**src/rtl/fetch_sequencer_pkg.sv**
```systemverilog
// rtl/fetch_sequencer_pkg.sv - shared pipeline constants and fetch sequencer state encodings
package fetch_sequencer_pkg;

  // Pipeline-wide constants
  localparam int INSTR_W  = 32;
  localparam int RESET_PC = 0;

  // Cycles needed to empty the pipeline once a halt opcode has been fetched
  localparam int DRAIN_CYCLES_DEFAULT = 4;

  typedef enum logic [2:0] {
    S_HALTED = 3'd0,
    S_RUN    = 3'd1,
    S_STEP   = 3'd2,
    S_DRAIN  = 3'd3,
    S_DONE   = 3'd4
  } fetch_state_e;

endpackage

```
**src/rtl/fetch_sequencer_drain_timer.sv**
```systemverilog
// rtl/fetch_sequencer_drain_timer.sv - loadable down-counter with zero flag for the drain phase
module drain_timer #(
  parameter int WIDTH = 2
) (
  input  logic             clock,
  input  logic             reset,
  input  logic             load,
  input  logic [WIDTH-1:0] load_value,
  input  logic             dec,
  output logic             zero
);

  logic [WIDTH-1:0] count;

  // Load takes precedence over decrement; the counter saturates at zero
  always_ff @(posedge clock) begin
    if (reset) begin
      count <= '0;
    end else if (load) begin
      count <= load_value;
    end else if (dec && (count != '0)) begin
      count <= count - 1'b1;
    end
  end

  assign zero = (count == '0);

endmodule

```
**src/rtl/fetch_sequencer.sv**
```systemverilog
// rtl/fetch_sequencer.sv - debug-controlled fetch FSM driving PC stall/redirect and pipeline flushes
module fetch_sequencer
  import fetch_sequencer_pkg::*;
#(
  parameter int DRAIN_CYCLES = DRAIN_CYCLES_DEFAULT,
  parameter int ADDR_W       = 32
) (
  input  logic              clock,
  input  logic              reset,
  input  logic              dbg_run,
  input  logic              dbg_step,
  input  logic              dbg_halt,
  input  logic              hazard_stall,
  input  logic              branch_taken,
  input  logic [ADDR_W-1:0] branch_target,
  input  logic              jump_valid,
  input  logic [ADDR_W-1:0] jump_target,
  input  logic              halt_fetched,
  output logic              pc_stall,
  output logic              pc_use_npc,
  output logic [ADDR_W-1:0] pc_target,
  output logic              flush_if_id,
  output logic              flush_id_ex,
  output logic [2:0]        state_o,
  output logic [31:0]       cycle_count
);

  // Timer holds DRAIN_CYCLES-1 on entry so DRAIN lasts DRAIN_CYCLES cycles ending on zero
  localparam int TW = (DRAIN_CYCLES > 1) ? $clog2(DRAIN_CYCLES) : 1;

  fetch_state_e state;
  logic         drain_load;
  logic         drain_dec;
  logic         drain_zero;
  logic         active;

  assign active     = (state == S_RUN) || (state == S_STEP);
  assign drain_load = (state == S_RUN) && !dbg_halt && dbg_run && halt_fetched;
  assign drain_dec  = (state == S_DRAIN) && !dbg_halt;
  assign state_o    = state;

  drain_timer #(.WIDTH(TW)) u_drain_timer (
    .clock      (clock),
    .reset      (reset),
    .load       (drain_load),
    .load_value (TW'(DRAIN_CYCLES - 1)),
    .dec        (drain_dec),
    .zero       (drain_zero)
  );

  // Debug command sequencing; DONE is terminal until reset
  always_ff @(posedge clock) begin
    if (reset) begin
      state <= S_HALTED;
    end else begin
      case (state)
        S_HALTED: begin
          if (dbg_step)     state <= S_STEP;
          else if (dbg_run) state <= S_RUN;
        end
        S_STEP:   state <= S_HALTED;
        S_RUN: begin
          if (dbg_halt || !dbg_run) state <= S_HALTED;
          else if (halt_fetched)    state <= S_DRAIN;
        end
        S_DRAIN: begin
          if (dbg_halt)        state <= S_HALTED;
          else if (drain_zero) state <= S_DONE;
        end
        S_DONE:   state <= S_DONE;
        default:  state <= S_HALTED;
      endcase
    end
  end

  // Executing-cycle counter, wraps naturally at 32 bits
  always_ff @(posedge clock) begin
    if (reset) begin
      cycle_count <= '0;
    end else if (active || (state == S_DRAIN)) begin
      cycle_count <= cycle_count + 32'd1;
    end
  end

  // Zero-latency PC control; redirects only while active, reset forces halted values
  always_comb begin
    pc_stall    = 1'b1;
    pc_use_npc  = 1'b1;
    pc_target   = '0;
    flush_if_id = 1'b0;
    flush_id_ex = 1'b0;
    if (!reset) begin
      if (active) begin
        if (branch_taken) begin
          pc_stall    = 1'b0;
          pc_use_npc  = 1'b0;
          pc_target   = branch_target;
          flush_if_id = 1'b1;
          flush_id_ex = 1'b1;
        end else if (jump_valid) begin
          pc_stall    = 1'b0;
          pc_use_npc  = 1'b0;
          pc_target   = jump_target;
          flush_if_id = 1'b1;
        end else if (hazard_stall) begin
          flush_id_ex = 1'b1;
        end else begin
          pc_stall    = 1'b0;
        end
      end else if (state == S_DRAIN) begin
        flush_if_id = 1'b1;
      end
    end
  end

endmodule

```
**config.mk**
```make
export PLATFORM = sky130hd
export DESIGN_NAME = fetch_sequencer
export DESIGN_NICKNAME = d
export VERILOG_FILES = /design/src/rtl/fetch_sequencer_pkg.sv /design/src/rtl/fetch_sequencer_drain_timer.sv /design/src/rtl/fetch_sequencer.sv
export SDC_FILE = /design/constraint.sdc
export NUM_CORES = 1
export LEC_CHECK = 0
export CORE_ASPECT_RATIO = 0.6
export CORE_MARGIN = 5
export CORE_UTILIZATION = 37
export DETAILED_ROUTE_END_ITERATION = 7
export PLACE_DENSITY = 0.81
export SYNTH_ARGS = -nofsm -noshare
export SYNTH_HDL_FRONTEND = slang
export SYNTH_SLANG_ARGS = --single-unit
```
**constraint.sdc**
```tcl
create_clock -name clock -period 2.35 [get_ports clock]
set_clock_uncertainty 0.15 [all_clocks]
set_input_delay 0.235 -clock clock [delete_from_list [all_inputs] [get_ports clock]]
set_output_delay 0.235 -clock clock [all_outputs]
set_load 0.05 [all_outputs]
```
# [After elaboration in Yosys (flattened, before gate mapping)]
# Index checks and enable logic that the tools add are counted.
[op_classes] addsub=2 multipliers=0 div_mod_pow=0 order_cmp=0 eq_ne=7 shift=0 muxes=30 bitwise_logic=0 n_reduce_logical=15
[ops] cell="$mux W32" n=4
[ops] cell="$add A32 B1 Y32 const B" n=1
[ops] cell="$mux W3" n=6
[ops] cell="$mux W1" n=17
[ops] cell="$pmux W3 S4" n=1
[ops] cell="$eq A3 B2 Y1 const B" n=2
[ops] cell="$ne A3 B3 Y1 const B" n=2
[ops] cell="$logic_and A1 B1 Y1" n=5
[ops] cell="$mux W2" n=2
[ops] cell="$reduce_bool A2 Y1" n=2
[ops] cell="$eq A3 B1 Y1 const B" n=1
[ops] cell="$eq A3 B3 Y1 const B" n=1
[ops] cell="$logic_not A3 Y1" n=1
[ops] cell="$logic_or A1 B1 Y1" n=3
[ops] cell="$ne A3 B2 Y1 const B" n=1
[ops] cell="$reduce_and A3 Y1" n=1
[ops] cell="$logic_not A1 Y1" n=2
[ops] cell="$logic_not A2 Y1" n=1
[ops] cell="$sub A2 B1 Y2 const B" n=1
[word_totals] regBits=37 latchBits=0 ramBits=0 rom_bits=0 word_cells=57 memories=0

# [Longest topological paths before layout]
# Gate-level depths: netlist of run 1.
[depth] depth_word=5 ltp_mapped=8

# [Cells and area by module]
# Synthesis of run 1 repeated with hierarchy kept, for this count alone.
[hier_totals] cells_unflattened=293 area_unflattened_um2=2248.4
[modules_own_cells] module="fetch_sequencer" instances=1 cells_each=279 area_each_um2=2122.0 seq_area_each_um2=700.7
[modules_own_cells] module="drain_timer" instances=1 cells_each=14 area_each_um2=126.4 seq_area_each_um2=40.0

# [Worst setup path before layout of run 1]
# Ideal clock, no wire load.
[synth_timing] kind="register to output" from="reg state[0] (netlist: state_o[0])" to="out pc_target[10]" t_arrival_ns=2.356 slack_ns=-0.391 stages_incl_launch_ff=7 path_buffers=3 cell_sequence="dfxtp_1 buf_4 xnor2_1 or3_2 clkbuf_1 clkbuf_1 nor2_1"
[synth_between] elab_chain_len=4
[synth_rtl] item="from (decl)" line_no="fetch_sequencer.sv:31" source="fetch_state_e state;"
[synth_rtl] item="from (signal assigned)" line_no="fetch_sequencer.sv:54" source="state <= S_HALTED;"
[synth_rtl] item="from (signal assigned)" line_no="fetch_sequencer.sv:58" source="if (dbg_step) state <= S_STEP;"
[synth_rtl] item="from (signal assigned)" line_no="fetch_sequencer.sv:59" source="else if (dbg_run) state <= S_RUN;"
[synth_rtl] item="$eq A3 B1 Y1 / $eq A3 B2 Y1 (equally long branches)" line_no="fetch_sequencer.sv:37" source="assign active = (state == S_RUN) || (state == S_STEP);"
[synth_rtl] item="$logic_or A1 B1 Y1 (*)" line_no="fetch_sequencer.sv:37"
[synth_rtl] item="$mux W32 (*)" line_no="fetch_sequencer.sv:93" source="if (active) begin"
[synth_rtl] item="$mux W32 (*)" line_no="fetch_sequencer.sv:92" source="if (!reset) begin"
[synth_rtl] item="to (decl)" line_no="fetch_sequencer.sv:21" source="output logic [ADDR_W-1:0] pc_target,"
# Mark *: on every way between the ends. The rest lies on a longest branch, timed or not.

# [Final worst setup path of run 1]
[layout_timing] from="reg state[1] (netlist: state_o[1])" to="out pc_target[18]"
# Same word-level chain as after synthesis.

==> results of run 1 <==
routing by layer:
layer  share of wire  vias to the layer above
met5               0                        -
met4           0.020                        0
met3           0.035                       14
met2            0.52                       69
met1            0.42                     1231
li1                -                     1294
power groups by stage:
stage	Combinational, W	Clock [W]	Sequential [W]
floorplan	0.000220	0	0.000676
global placement	0.000512	0	0.000659
detailed placement	0.000518	0	0.000660
CTS	0.000520	0.000443	0.000646
global route	0.000541	0.000469	0.000647
finish	0.000518	0.000429	0.000646
layout by cell type (no fill, tap or decap), types with 2 or more instances in the layout:
cell / count
clkdlybuf4s50_1: 107
nor2_1: 38
buf_12: 37
dfxtp_1: 35
a22oi_1: 31
nor2_2: 28
xnor2_1: 27
nand2_1: 15
buf_4: 13
nor3_1: 10
a21oi_1: 9
inv_1: 7
nand3_1: 6
nor4_1: 6
clkbuf_8: 5
and4_1: 4
nor2_4: 3
and3_1: 3
o21ai_0: 3
or3_1: 3
nor4_2: 3
nand4_1: 2
xor2_1: 2
nor3b_1: 2
nand3b_1: 2
nor4_4: 2
ha_1: 2
clkinv_2: 2
logic make-up (layout without fill, tap and decap cells):
| kind of cell | count (synthesis) | count (layout) | share of synthesized area |
|---|---|---|---|
| simple gates | 140 | 140 | 0.330 |
| compound gates | 50 | 50 | 0.152 |
| flops | 37 | 37 | 0.323 |
| buf+inv | 30 | 172 | 0.0643 |
| xor+xnor | 29 | 29 | 0.111 |
| fa+ha+maj | 2 | 2 | 0.0109 |
| mux | 2 | 2 | 0.00927 |
sequential cells by signal, summed over array words and instances (netlist names):
name                 cells
state_o                  3
cycle_count             32
u_drain_timer.count      2
worst paths after layout:
kind | from | to | slack [ns] | depth (start not counted)
setup / recovery | state_o[1]$_SDFFE_PP0P_ | pc_target[18] | 0.07 | 5
hold / removal | cycle_count[6]$_SDFFE_PP0P_ | cycle_count[6]$_SDFFE_PP0P_ | 0.37 | 2
setup reg to reg | state_o[1]$_SDFFE_PP0P_ | cycle_count[20]$_SDFFE_PP0P_ | 0.36 | 5
hold reg to reg | cycle_count[6]$_SDFFE_PP0P_ | cycle_count[6]$_SDFFE_PP0P_ | 0.37 | 2
area by class of cell:
class                           instances  share of cell area
Timing Repair Buffer                  157               0.437
Sequential cell                        37               0.171
Inverter                                7             0.00601
Tap cell                               84              0.0240
Multi-Input combinational cell        223               0.344
Clock inverter                          2             0.00229
Clock buffer                            6              0.0166
per-stage QoR:
stage          std cells  worst slack [ns]  setup TNS [ns]
5_1_grt              516           0.00978               0
3_5_place_dp         508             0.125               0
2_1_floorplan        290            -0.125           -3.38
4_1_cts              516            0.0140               0
6_report             516            0.0707               0
3_3_place_gp         508             0.186               0
critical path, delay by kind of cell, from the launching register on:
family | cells | cell delay (ns)
buf+inv | 2 | 0.37
xor+xnor | 1 | 0.13
simple gates | 2 | 0.69
flops | 1 | 0.39
==> run metrics, run 1 <==
first-pass GRT wire length around 14,000 um; port buffer count 143; final net count between 500 and 600; Yosys reg bits 37; synthesized area roughly 2300 um2; die width around 110 um; largest net degree at the start of global routing 40; First-pass DRT Iterations 4; Final Hold Viols 0; drt via density around 5.1; Avg WL per Cell roughly 17 um; part of the cycle the worst path needs 0.970; max_slew headroom 0.637; total CTS buffers 5; Reg clk slew, reported paths 0.07 ns; Post-synth EDFFs 0; area leader, netlist dfxtp_1; Post-synth ARST share 0; I/O pin count 144; sequential share of power 0.405; Core Region about 6100 um2; Die Y just over 70 um; total routed wirelength just under 9000 um; Most used DFF post-synth dfxtp_1; Clock Tree Root clkbuf_8; final instance area between 4000 and 5000 um2; Mean Syn Cell Area 7.91 um2; RSZ-0062 raised after global routing no; met1 GRT Util 0.275; vias in the first global route about 2,600; gr ovfl total 0; # rows 22; Hold WC Path Type register to register; initial antenna violation count 0; worst path cell trace xnor2_1, or3_2, buf_12, nor2_2, buf_12; switching share of power 0.308; WS Path Type register to output port; overall power of the completed layout 0.00159 W; Syn. warnings 0; Hold Buf Count CTS 0; worst-margin pin slew 0.542 ns; Synth cell types 47; slowest CP cell or3_2; CTS max path bufs 2; final slew viol count 0; Clock Latency Late Sink 0.29 ns; Final Wtd Congestion approximately 0.85; Most Used Layer, Global Route met2; CP Max Fanout 22; Initial Util 0.379; most used cell, CP buf_12; Critical Path End Type output port; min Tclk post-route approximately 2.3 ns; CP required ~2.0 ns; final hold slack between 0.3 and 0.4 ns; sw power slightly below 0.0005 W; postcts setup bufs 0; htree depth 2; max cap viols 0; cell-internal power roughly 0.0011 W; met2 Use GR 0.388; met3 GRT Util 0.0376; area grow syn2layout 90.6%; Reg area roughly 750 um2; Leakage 1.51 nW; drt drc 0; cell count after synthesis 290; main area contributors after synthesis dfxtp_1 32%, nor2_1 11%, xnor2_1 10%, a22oi_1 10%, clkbuf_1 2.5%; status complete, no violations; Multi-input gate area around 1500 um2; Synth top area share 0.323; fmax roughly 440 MHz; ANT cells 0; # resized after CTS 0; Peak VDD IR approximately 0.28 mV; die area about 7900 um2; Sink Count 37; Post-synth top cells 69 x nor2_1, 37 x dfxtp_1, 31 x a22oi_1; Iter 0 DRT Violations 162; Critical Path Source Type register; Slowest Stage Delay on Critical Path approximately 0.51 ns; hpwl dp between 7000 and 8000 um; P per Cell Area between 300 and 400 nW/um2; Clock power frac 0.269; CTS tree built; number of setup violations in the final report 0; layout cells sized above 1 0.238; Total GRT Usage 0.221; combinational power share 0.325; fin util 0.722; DR vias ~2,600; crit path DAT 1.89 ns; count leader, synth nor2_1; antenna viol nets, final 0; Mapped Nets roughly 370; dpl cell area between 4000 and 5000 um2; part of the Yosys area used for sequential elements 0.323; filler instances between 400 and 500
No activity file was read; power rests on OpenSTA's default activity.
==> run 2, diff against run 1 <==
--- a/config.mk
+++ b/config.mk
@@ -6,10 +6,11 @@
 export NUM_CORES = 1
 export LEC_CHECK = 0
 export CORE_ASPECT_RATIO = 0.6
-export CORE_MARGIN = 5
+export CORE_MARGIN = 4
 export CORE_UTILIZATION = 37
 export DETAILED_ROUTE_END_ITERATION = 7
 export PLACE_DENSITY = 0.81
+export SKIP_LAST_GASP = 1
 export SYNTH_ARGS = -nofsm -noshare
 export SYNTH_HDL_FRONTEND = slang
 export SYNTH_SLANG_ARGS = --single-unit
==> run 2 against run 1 <==
Global-route usage rose by 1.4 points. Die area is 4.6% lower. Cell count shrank 1.4%. First-iteration DRC count grew 45%. Critical endpoint is now pc_target[20]. Largest power group unchanged. Highest routed layer unchanged.
==> run metrics, run 2 (synthesized netlist as in run 1, its figures left out) <==
die width around 110 um; antenna viol nets, final 0; Final Wtd Congestion 0.826; drt via density between 5 and 6; max_slew headroom 0.642; Peak VDD IR 0.288 mV; Die Y a little under 70 um; die area about 7600 um2; CTS max path bufs 2; WS Path Type register to output port; crit path DAT roughly 1.9 ns; Hold Buf Count CTS 0; first-pass GRT wire length ~14,000 um; P per Cell Area approximately 370 nW/um2; r2r worst-path depth 5; worst path cell trace xnor2_1, or3_2, buf_12, nor2_2, buf_12; hold path endpoint cycle_count[24]$_SDFFE_PP0P_; FF-to-FF End cycle_count[31]$_SDFFE_PP0P_; initial antenna violation count 0; largest net degree at the start of global routing 40; R2R Path Start cycle_count[11]$_SDFFE_PP0P_; Reg2Reg Setup Slack 0.23 ns; worst path bufs/invs 2; I/O pin count ~140; max reg flops 32; max cap viols 0; Initial Util 0.397; final hold slack roughly 0.39 ns; most frequent cells in the layout 107 x clkdlybuf4s50_1, 38 x nor2_1, 36 x buf_12, 35 x dfxtp_1, 31 x a22oi_1; combinational power share 0.319; sequential share of power 0.401; fin util 0.752; hold path start cycle_count[24]$_SDFFE_PP0P_; fmax approximately 440 MHz; hpwl dp between 7000 and 8000 um; Top reg by flops cycle_count; DR vias approximately 2,700; cell-internal power 0.00113 W; gr ovfl total 0; htree depth 2; Critical Path Source Type register; Final Hold Viols 0; most used cell, CP buf_12; Core Region 5780 um2; slowest CP cell or3_2; min Tclk post-route about 2.3 ns; Sink Count 37; vias in the first global route approximately 2,700; total CTS buffers 5; most common cell after layout, fill and taps aside clkdlybuf4s50_1; switching share of power 0.301; RSZ-0062 raised after global routing no; Avg WL per Cell between 15 and 20 um; layout cells sized above 1 0.233; Clock Latency Late Sink between 0.2 and 0.3 ns; drt drc 0; # rows 21; CP required 1.97 ns; final net count just over 500; ANT cells 0; Reg clk slew, reported paths roughly 0.070 ns; Clock Tree Root clkbuf_8; Hold WC Path Type register to register; part of the cycle the worst path needs 0.968; Slowest Stage Delay on Critical Path around 0.53 ns; Critical Path End Type output port; Top delay family on crit path simple AND/OR/NAND/NOR gates; Hold Path Depth 2; sw power about 0.00049 W; Iter 0 DRT Violations about 240; total routed wirelength between 8000 and 9000 um; CP Max Fanout 22; area grow syn2layout 89.3%; First-pass DRT Iterations 4; number of setup violations in the final report 0; port buffer count between 100 and 150; Leakage 1.50 nW; worst-margin pin slew 0.536 ns; postcts setup bufs 0; Total GRT Usage 0.235; final slew viol count 0; CTS tree built; status complete, no violations; Clock power frac 0.281
==> run 2: routing by layer <==
metal | track usage | part of all wire | wire, um
met5 | 0 | 0 | 0
met4 | 0.0346 | 0.0092 | 82
met3 | 0.0373 | 0.031 | 281
met2 | 0.418 | 0.52 | 4660
met1 | 0.303 | 0.44 | 3920
==> run 2: how the worst max path moves through the flow <==
stage                                  startpoint            end  slack, ns  cells after the start
after floorplan           state_o[0]$_SDFFE_PP0P_  pc_target[10]      -0.13                      6
after global placement                      reset  pc_target[15]       0.21                      5
after detailed placement                    reset  pc_target[20]       0.20                      5
after CTS                 state_o[1]$_SDFFE_PP0P_  pc_target[20]       0.04                      5
after global routing      state_o[1]$_SDFFE_PP0P_  pc_target[20]      0.003                      5
final                     state_o[1]$_SDFFE_PP0P_  pc_target[20]       0.08                      5
==> run 2: metrics by stage <==
| stage | TNS [ns] | std cells | worst slack (ns) | cell area (um2) | power [W] |
|---|---|---|---|---|---|
| after global routing | 0 | 509 | 0.00289 | 4340 | 0.00166 |
| after global placement | 0 | 502 | 0.214 | 4260 | 0.00117 |
| after CTS | 0 | 509 | 0.0428 | 4340 | 0.00161 |
| final | 0 | 509 | 0.0756 | 4340 | 0.00161 |
| after floorplan | -3.38 | 290 | -0.125 | 2390 | 0.000896 |
| after detailed placement | 0 | 502 | 0.200 | 4260 | 0.00117 |
==> run 2: layout make-up <==
cell class              instances  area, um2
clock buffers                   7       86.3
fillers                       418       1440
repair buffers                155       1880
flip-flops and latches         37        746
well taps                      80        100
inverters                       7       26.3
multi-input cells             223       1500
==> run 2: power by group through the flow <==
stage	combinational (W)	sequential (W)	clock, W
5_1_grt	0.000536	0.000647	0.000480
3_5_place_dp	0.000512	0.000660	0
4_1_cts	0.000514	0.000646	0.000452
3_3_place_gp	0.000506	0.000660	0
6_report	0.000514	0.000646	0.000452
2_1_floorplan	0.000220	0.000676	0
==> run 2: repair_timing <==
| item | in CTS | in global routing |
|---|---|---|
| setup endpoints to repair | 0 | 28 |
| resized for setup | 0 | 1 |
| endpoints found under the hold margin | 0 | 0 |
==> run 2: worst min-delay path, stage by stage (launching register included) <==
cell     delay [ns]
dfxtp_1        0.36
xnor2_1        0.08
nor2_1         0.07
==> run 3, diff against run 2 <==
--- a/config.mk
+++ b/config.mk
@@ -11,6 +11,7 @@
 export DETAILED_ROUTE_END_ITERATION = 7
 export PLACE_DENSITY = 0.81
 export SKIP_LAST_GASP = 1
+export SLEW_MARGIN = 40
 export SYNTH_ARGS = -nofsm -noshare
 export SYNTH_HDL_FRONTEND = slang
 export SYNTH_SLANG_ARGS = --single-unit
==> results of run 3 <==
The final DEF is identical to that of run 2; final timing and power are the same.
